## src/rtl/mem_arbiter.sv

```systemverilog
// Byte-wide RAM port arbiter: serialises IF word fetches and MEM 1/2/4-byte
// little-endian loads/stores into single-byte RAM transfers, MEM first.
module mem_arbiter #(
   parameter int ADDR_W = 17
) (
   input  logic              clk,
   input  logic              rst,
   input  logic              rdy_in,
   input  logic              if_req,
   input  logic [ADDR_W-1:0] if_addr,
   output logic              if_done,
   output logic [31:0]       if_inst,
   input  logic              mem_req,
   input  logic              mem_we,
   input  logic [1:0]        mem_size,
   input  logic [ADDR_W-1:0] mem_addr,
   input  logic [31:0]       mem_wdata,
   output logic              mem_done,
   output logic [31:0]       mem_rdata,
   input  logic [7:0]        ram_din,
   output logic [7:0]        ram_dout,
   output logic [ADDR_W-1:0] ram_a,
   output logic              ram_wr
);

   localparam logic [1:0] S_IDLE = 2'd0;
   localparam logic [1:0] S_RD   = 2'd1;
   localparam logic [1:0] S_WR   = 2'd2;
   localparam logic [1:0] S_DONE = 2'd3;

   logic [1:0]        r_state;
   logic [2:0]        r_cnt;
   logic [2:0]        r_n;
   logic              r_own_mem;
   logic [ADDR_W-1:0] r_ram_a;
   logic [7:0]        r_dout;
   logic [31:0]       r_wdata;
   logic [31:0]       r_buf;
   logic [31:0]       r_if_inst;
   logic [31:0]       r_mem_rdata;
   logic [7:0]        r_hold;
   logic              r_held;

   logic [2:0]        w_mem_n;
   logic [7:0]        w_din;
   logic [31:0]       w_buf;

   // The byte returned during the first frozen cycle belongs to the last live
   // address; keep it, since later frozen cycles return the next address's byte.
   always_comb begin
      w_din = r_held ? r_hold : ram_din;
      w_buf = r_buf;
      case (r_cnt)
         3'd1:    w_buf[7:0]   = w_din;
         3'd2:    w_buf[15:8]  = w_din;
         3'd3:    w_buf[23:16] = w_din;
         3'd4:    w_buf[31:24] = w_din;
         default: ;
      endcase
   end

   always_comb begin
      case (mem_size)
         2'd0:    w_mem_n = 3'd1;
         2'd1:    w_mem_n = 3'd2;
         default: w_mem_n = 3'd4;
      endcase
   end

   always_ff @(posedge clk or negedge rst) begin
      if (!rst) begin
         r_state     <= S_IDLE;
         r_cnt       <= '0;
         r_n         <= '0;
         r_own_mem   <= 1'b0;
         r_ram_a     <= '0;
         r_dout      <= '0;
         r_wdata     <= '0;
         r_buf       <= '0;
         r_if_inst   <= '0;
         r_mem_rdata <= '0;
         r_hold      <= '0;
         r_held      <= 1'b0;
      end else begin
         r_held <= ~rdy_in;
         if (!rdy_in && !r_held)
            r_hold <= ram_din;
         if (rdy_in) begin
            case (r_state)
               S_IDLE: begin
                  r_cnt <= '0;
                  r_buf <= '0;
                  if (mem_req) begin
                     r_own_mem <= 1'b1;
                     r_ram_a   <= mem_addr;
                     r_n       <= w_mem_n;
                     r_wdata   <= mem_wdata;
                     if (mem_we) begin
                        r_dout  <= mem_wdata[7:0];
                        r_state <= S_WR;
                     end else begin
                        r_state <= S_RD;
                     end
                  end else if (if_req) begin
                     r_own_mem <= 1'b0;
                     r_ram_a   <= if_addr;
                     r_n       <= 3'd4;
                     r_state   <= S_RD;
                  end
               end
               S_RD: begin
                  if (!r_own_mem && !if_req) begin
                     r_state <= S_IDLE;
                  end else begin
                     if (r_cnt != 3'd0)
                        r_buf <= w_buf;
                     if (r_cnt < r_n - 3'd1)
                        r_ram_a <= r_ram_a + ADDR_W'(1);
                     if (r_cnt == r_n) begin
                        r_state <= S_DONE;
                        if (r_own_mem)
                           r_mem_rdata <= w_buf;
                        else
                           r_if_inst <= w_buf;
                     end
                     r_cnt <= r_cnt + 3'd1;
                  end
               end
               S_WR: begin
                  if (r_cnt == r_n - 3'd1) begin
                     r_state <= S_DONE;
                  end else begin
                     r_ram_a <= r_ram_a + ADDR_W'(1);
                     r_wdata <= r_wdata >> 8;
                     r_dout  <= r_wdata[15:8];
                  end
                  r_cnt <= r_cnt + 3'd1;
               end
               default: r_state <= S_IDLE;
            endcase
         end
      end
   end

   assign ram_a     = r_ram_a;
   assign ram_dout  = r_dout;
   assign ram_wr    = (r_state == S_WR) && rdy_in;
   assign if_done   = (r_state == S_DONE) && rdy_in && !r_own_mem;
   assign mem_done  = (r_state == S_DONE) && rdy_in && r_own_mem;
   assign if_inst   = r_if_inst;
   assign mem_rdata = r_mem_rdata;

endmodule

```

## config.mk

```make
export PLATFORM = sky130hd
export DESIGN_NAME = mem_arbiter
export DESIGN_NICKNAME = d
export VERILOG_FILES = /design/src/rtl/mem_arbiter.sv
export SDC_FILE = /design/constraint.sdc
export NUM_CORES = 1
export LEC_CHECK = 0
export BUFFER_PORTS_ARGS = -buffer_cell sky130_fd_sc_hd__buf_2
export CORE_ASPECT_RATIO = 0.9
export CORE_UTILIZATION = 40
export CTS_CLUSTER_DIAMETER = 100
export CTS_CLUSTER_SIZE = 8
export DETAILED_ROUTE_END_ITERATION = 7
export GPL_TIMING_DRIVEN = 0
export SLEW_MARGIN = 20
export SYNTH_ARGS = -nofsm -noshare
export SYNTH_HDL_FRONTEND = slang
export SYNTH_SLANG_ARGS = --single-unit
```

## constraint.sdc

```tcl
create_clock -name clk -period 2.82 [get_ports clk]
set_input_delay 0.423 -clock clk [delete_from_list [all_inputs] [get_ports clk]]
set_output_delay 0.423 -clock clk [all_outputs]
set_load 0.03 [all_outputs]
```

# Word level (Yosys, flattened, before mapping)
# Index checks and enable logic that the tools add are counted.
classes:
  reduce_logical: 26
  bitwise: 3
  n_eq_ne: 19
  n_mux: 35
  add_sub_neg: 3
  magnitude_cmp: 1
op_table:
  columns: ["cell", "count"]
  rows:
  - ["32-bit 2-to-1 mux", 4]
  - ["32-bit one-hot mux with 2 select lines", 2]
  - ["17-bit 2-to-1 mux", 5]
  - ["8-bit 2-to-1 mux", 8]
  - ["17-bit one-hot mux with 3 select lines", 1]
  - ["17-bit by 1-bit adder with 17-bit output (second input constant)", 1]
  - ["8-bit one-hot mux with 2 select lines", 1]
  - ["5-bit AND reduction", 3]
  - ["2-bit inequality test (second input constant)", 7]
  - ["2-bit 2-to-1 mux", 6]
  - ["4-bit AND reduction", 3]
  - ["3-bit 2-to-1 mux", 3]
  - ["3-bit one-hot mux with 3 select lines", 1]
  - ["3-bit by 2-bit == test with 1-bit output (second input constant)", 2]
  - ["3-bit == test", 2]
  - ["1-bit logical AND", 6]
  - ["3-bit inequality test (second input constant)", 2]
  - ["2-bit one-hot mux with 3 select lines", 1]
  - ["3-bit one-hot mux with 2 select lines", 1]
  - ["3-bit AND reduction", 2]
  - ["6-bit AND reduction", 1]
  - ["2-bit nonzero test", 3]
  - ["3-bit nonzero test", 2]
  - ["2-bit by 1-bit == test with 1-bit output (second input constant)", 2]
  - ["10 further kinds", 18]
totals:
  word_cells: 99
  ff_bits: 171
  inputBits: 82
  out_inout_bits: 92

# Depth between registers and ports, before layout
logic_depth:
  depth_word: 5
  depth_mapped: 10
  depth_no_buf: 9

# Least setup slack after synthesis
# No wires, ideal clock.
synth_path:
  kind: "flip-flop to flip-flop"
  start: "register r_n[1]"
  end: "register r_ram_a[2], in the netlist ram_a[2]"
  synth_period_minus_slack_ps: 2091
  slack_ps: 729
  arrival_time_ps: 1965
  required_ps: 2694
  path_buffers: 2
  stages_incl_launch_ff: 11
  setup_time_ps: 126
  cell_sequence: "dfrtp_1 > inv_1 > ha_1 > xnor2_1 > ha_1 > a41o_1 > a21oi_1 > and3b_1 > buf_2 > buf_2 > a21oi_1"
synth_via:
  elab_chain_cells: 4
  elab_cells_between_ends: 6
  classes_between: "add/sub: 1; order compare: 1; eq/ne: 3; reduce/logical: 1"
synth_rtl:
  columns: ["item", "line", "source"]
  rows:
  - ["start, declared", "33", "logic [2:0] r_n;"]
  - ["start signal, assigned", "96", "r_n <= w_mem_n;"]
  - ["3-bit by 1-bit subtractor with 3-bit output (*)", "117, 130", null]
  - ["3-bit less-than comparator or 3-bit == test (tied branches)", "117, 130", null]
  - ["2-bit inequality test (no source line)", null, null]
  - ["6-bit AND reduction (no source line) (*)", null, null]
  - ["end signal, assigned", "106", "r_ram_a <= if_addr;"]
  - ["end signal, assigned", "118", "r_ram_a <= r_ram_a + ADDR_W'(1);"]
  - ["end signal, assigned", "133", "r_ram_a <= r_ram_a + ADDR_W'(1);"]
  - ["end, declared", "35", "logic [ADDR_W-1:0] r_ram_a;"]
# Every way passes the cells marked *; elsewhere a longest branch is shown, timed or not.
# A chain may end at the register's enable or synchronous reset.

# Worst setup path after layout
layout_path:
  start: "register r_state[0]"
  end: "output ram_wr"
layout_via:
  elab_chain_cells: 2
layout_rtl:
  columns: ["item", "line", "source"]
  rows:
  - ["start, declared", "31", "logic [1:0] r_state;"]
  - ["start signal, assigned", "72", "r_state <= S_IDLE;"]
  - ["start signal, assigned", "100", "r_state <= S_WR;"]
  - ["start signal, assigned", "102", "r_state <= S_RD;"]
  - ["2-bit == test", "147", "assign ram_wr = (r_state == S_WR) && rdy_in;"]
  - ["1-bit logical AND", "147", null]
  - ["end, declared", "23", "output logic ram_wr"]
# No other way between the ends.

==> reports/qor.yml <==
floorplanning:
  start_util: 0.410
  die_x_um: 150
  rows: 48
  die-area_mm2: 0.0203
  coreArea_mm2: 0.0193
  pin_count: 174
  die_h_um: 135
critical_path:
  crit_slowest_cell: "dfrtp_1"
  cp.required_ns: 2.40
  cp.arrival_ns: 2.13
  crit_fanout: 10
  crit_type: "reg2out"
  cp-start-kind: "register"
  crit_chain: "inv_1 -> ha_1 -> buf_2 -> clkbuf_1 -> and2_1 -> buf_2"
  crit_path_frequent_cell: "buf_2"
  slowest_delay_ns: 0.43
  endpoint_kind: "output pin"
place:
  place_area_mm2: 0.00911
  dp_hpwl_um: 13600
  place_congestion: 0.865
  numPortBuffers: 172
  dp_cells: 1143
logic_synthesis:
  netlist_instances: 720
  synth_simple_gate_area_frac: 0.122
  ys_seq_area_frac: 0.517
  avgSynthCellArea_um2: 11.0
  synth-edff-count: 0
  post-synth-top-area-cell: "dfrtp_1"
  synth_area_leaders: "dfrtp_1, mux2i_1, mux2_4"
  synth_fp_nets: 817
  yosysWarningCount: 0
  synthArstFlopShare: 1.00
  synthAdderAreaFrac: 0.0238
  yosysMostFrequentCell: "dfrtp_1"
  synth_top_family_by_area: "multiplexers"
  ys_types: 47
  yosys_most_used_dff: "dfrtp_1"
  ys_seq_elements: 163
  synth_common_cells: "dfrtp_1, nand2_1, o21ai_0"
  synth_compound_area_frac: 0.103
  synth_xor_area_frac: 0.00333
  syn_area_mm2: 0.00790
  synthMuxAreaShare: 0.199
  yosys.area.top_type_share: 0.517
grt:
  use_met3: 0.0488
  grt_pass1_wl_um: 31200
  grt_max_degree: 88
  globalRoute.busiestLayer: "met2"
  use_met1: 0.275
  grt_overflow_total: 0
  use_met2: 0.307
  antenna_found_initial: 2
  grt_pass1_vias: 5912
  grtUsageTotal: 0.198
final_layout:
  final_nets: 1009
  layout-drive-gt1-share: 0.309
  stdcell_count: 1174
  final_cell_area_mm2: 0.00973
  postLayoutCoreUtil: 0.505
  synthToLayoutAreaGrowth_pct: 23.2
timing:
  fin_crit_ns: 2.55
  maxSlewViolCount: 0
  hold_viol: 0
  fmax_mhz: 392
  finalSetupTns_ns: 0
  fin_hold_ws_ns: 0.00427
  skew_ns: 0.0172
  maxSlewHeadroom: 0.316
  setup_violations: 0
  tightest_slew_ns: 0.998
  period_share: 0.905
  rsz0062_at_grt: "no"
routing:
  vias_per_cell: 5.13
  vias: 6022
  postRouteAntennaNets: 0
  drc: 0
  dr.first_iter.drc_count: 379
  post_drt_wl_per_cell_um: 16.4
  dr.pass1.iters: 5
  drt_wl_total_um: 19300
pwr:
  p_leak_nw: 4.87
  ir_worst_vdd_v: 0.000495
  power_density_mw_per_mm2: 1090
clocking:
  cts_tree: "yes"
  clock_path_buffers: 2
  cts_root_buf: "clkbuf_16"
  h-tree-depth: 4
  cts_hold_buf: 0
  clkSlewWorstSetupHoldPaths_ns: 0.07
  clock_sinks: 163
  clk_latency_ns: 0.43
  cts_buffers: 17
  post_cts_buffers: 0
  cts_resized: 0
flow_run:
  cap_violations: 0
hold_path:
  min_path_type: "in2async"
run_status:
  status: "finished, final reports clean"
==> stage by stage <==
step                      setup slack, ns  total power [mW]
after floorplan                     0.729              6.83
after CTS                           0.239              10.7
after global routing                0.136              11.3
final                               0.268              10.6
after global placement              -1.38              8.13
after detailed placement            0.353              8.22
==> worst paths after layout <==
kind                                          from                        to  slack [ns]  cells past startpoint
max                         r_state[0]$_DFFE_PN0P_                    ram_wr        0.27                      6
min                                            rst  mem_rdata[2]$_DFFE_PN0P_       0.004                      1
max reg2reg                     r_n[1]$_DFFE_PN0P_     ram_a[15]$_DFFE_PN0P_        0.33                     10
min reg2reg                r_wdata[31]$_DFFE_PN0P_   r_wdata[31]$_DFFE_PN0P_        0.47                      2
max in group asynchronous                      rst   ram_dout[0]$_DFFE_PN0P_        1.99                      2
min in group clk                       mem_size[1]        r_n[0]$_DFFE_PN0P_        0.19                      2
==> worst max-delay path, delay by kind of cell, from the launching register on <==
family / cells / cell delay, ns
flops: 1 / 0.43
simple gates: 1 / 0.19
fa+ha+maj: 1 / 0.17
buf+inv: 4 / 0.91
==> routing by layer <==
layer | part of all wire | routed length (um)
met1 | 0.47 | 9130
met2 | 0.46 | 8810
met3 | 0.058 | 1110
met4 | 0.0096 | 185
met5 | 0.00083 | 16
==> sequential cells by signal (all words and copies together), names as in the netlist <==
register   cells
if_inst       32
mem_rdata     32
r_buf         32
r_wdata       24
ram_a         17
r_hold         8
ram_dout       8
r_cnt          3
r_n            3
r_state        2
r_held         1
r_own_mem      1
==> layout by cell type, fill, tap and decap left out, types with 7 or more instances in the layout <==
cell type    n
buf_2      187
dfrtp_1    163
nand2_1     94
o21ai_0     52
mux2i_1     51
a21oi_1     51
nor2_1      34
mux2_1      30
mux2_4      30
nand3_1     29
mux2_2      24
clkbuf_1    21
clkbuf_16   17
ha_1        15
inv_1       11
nand3b_1    11
o21ai_1      8
nand4_1      7
o22ai_1      7
==> area by class of cell <==
cell class / count / area, um2
repair buffers: 173 / 898
diodes: 1 / 2.50
clock inverters: 11 / 178
fillers: 1803 / 9550
well taps: 250 / 313
plain buffers: 43 / 214
inverters: 11 / 41.3
flip-flops and latches: 163 / 4080
clock buffers: 19 / 443
multi-input cells: 503 / 3560
==> kinds of logic (layout without fill, tap and decap cells) <==
kind of cell | after synthesis | in the layout
adders and majority gates | 15 | 15
xor gates and xnor gates | 3 | 3
buffers and inverters | 54 | 257
muxes | 135 | 135
DFF | 163 | 163
other | 0 | 1
and+or+nand+nor | 205 | 205
AOI/OAI and AO/OA | 145 | 145
==> power breakdown <==
group          internal, mW  switching, mW  total (mW)  leakage, nW
logic                  1.61           2.91        4.52         2.44
registers              3.10          0.538        3.63         2.13
clock network          1.51          0.965        2.47        0.304
total                  6.21           4.42        10.6         4.87
No activity file was read; power rests on OpenSTA's default activity.
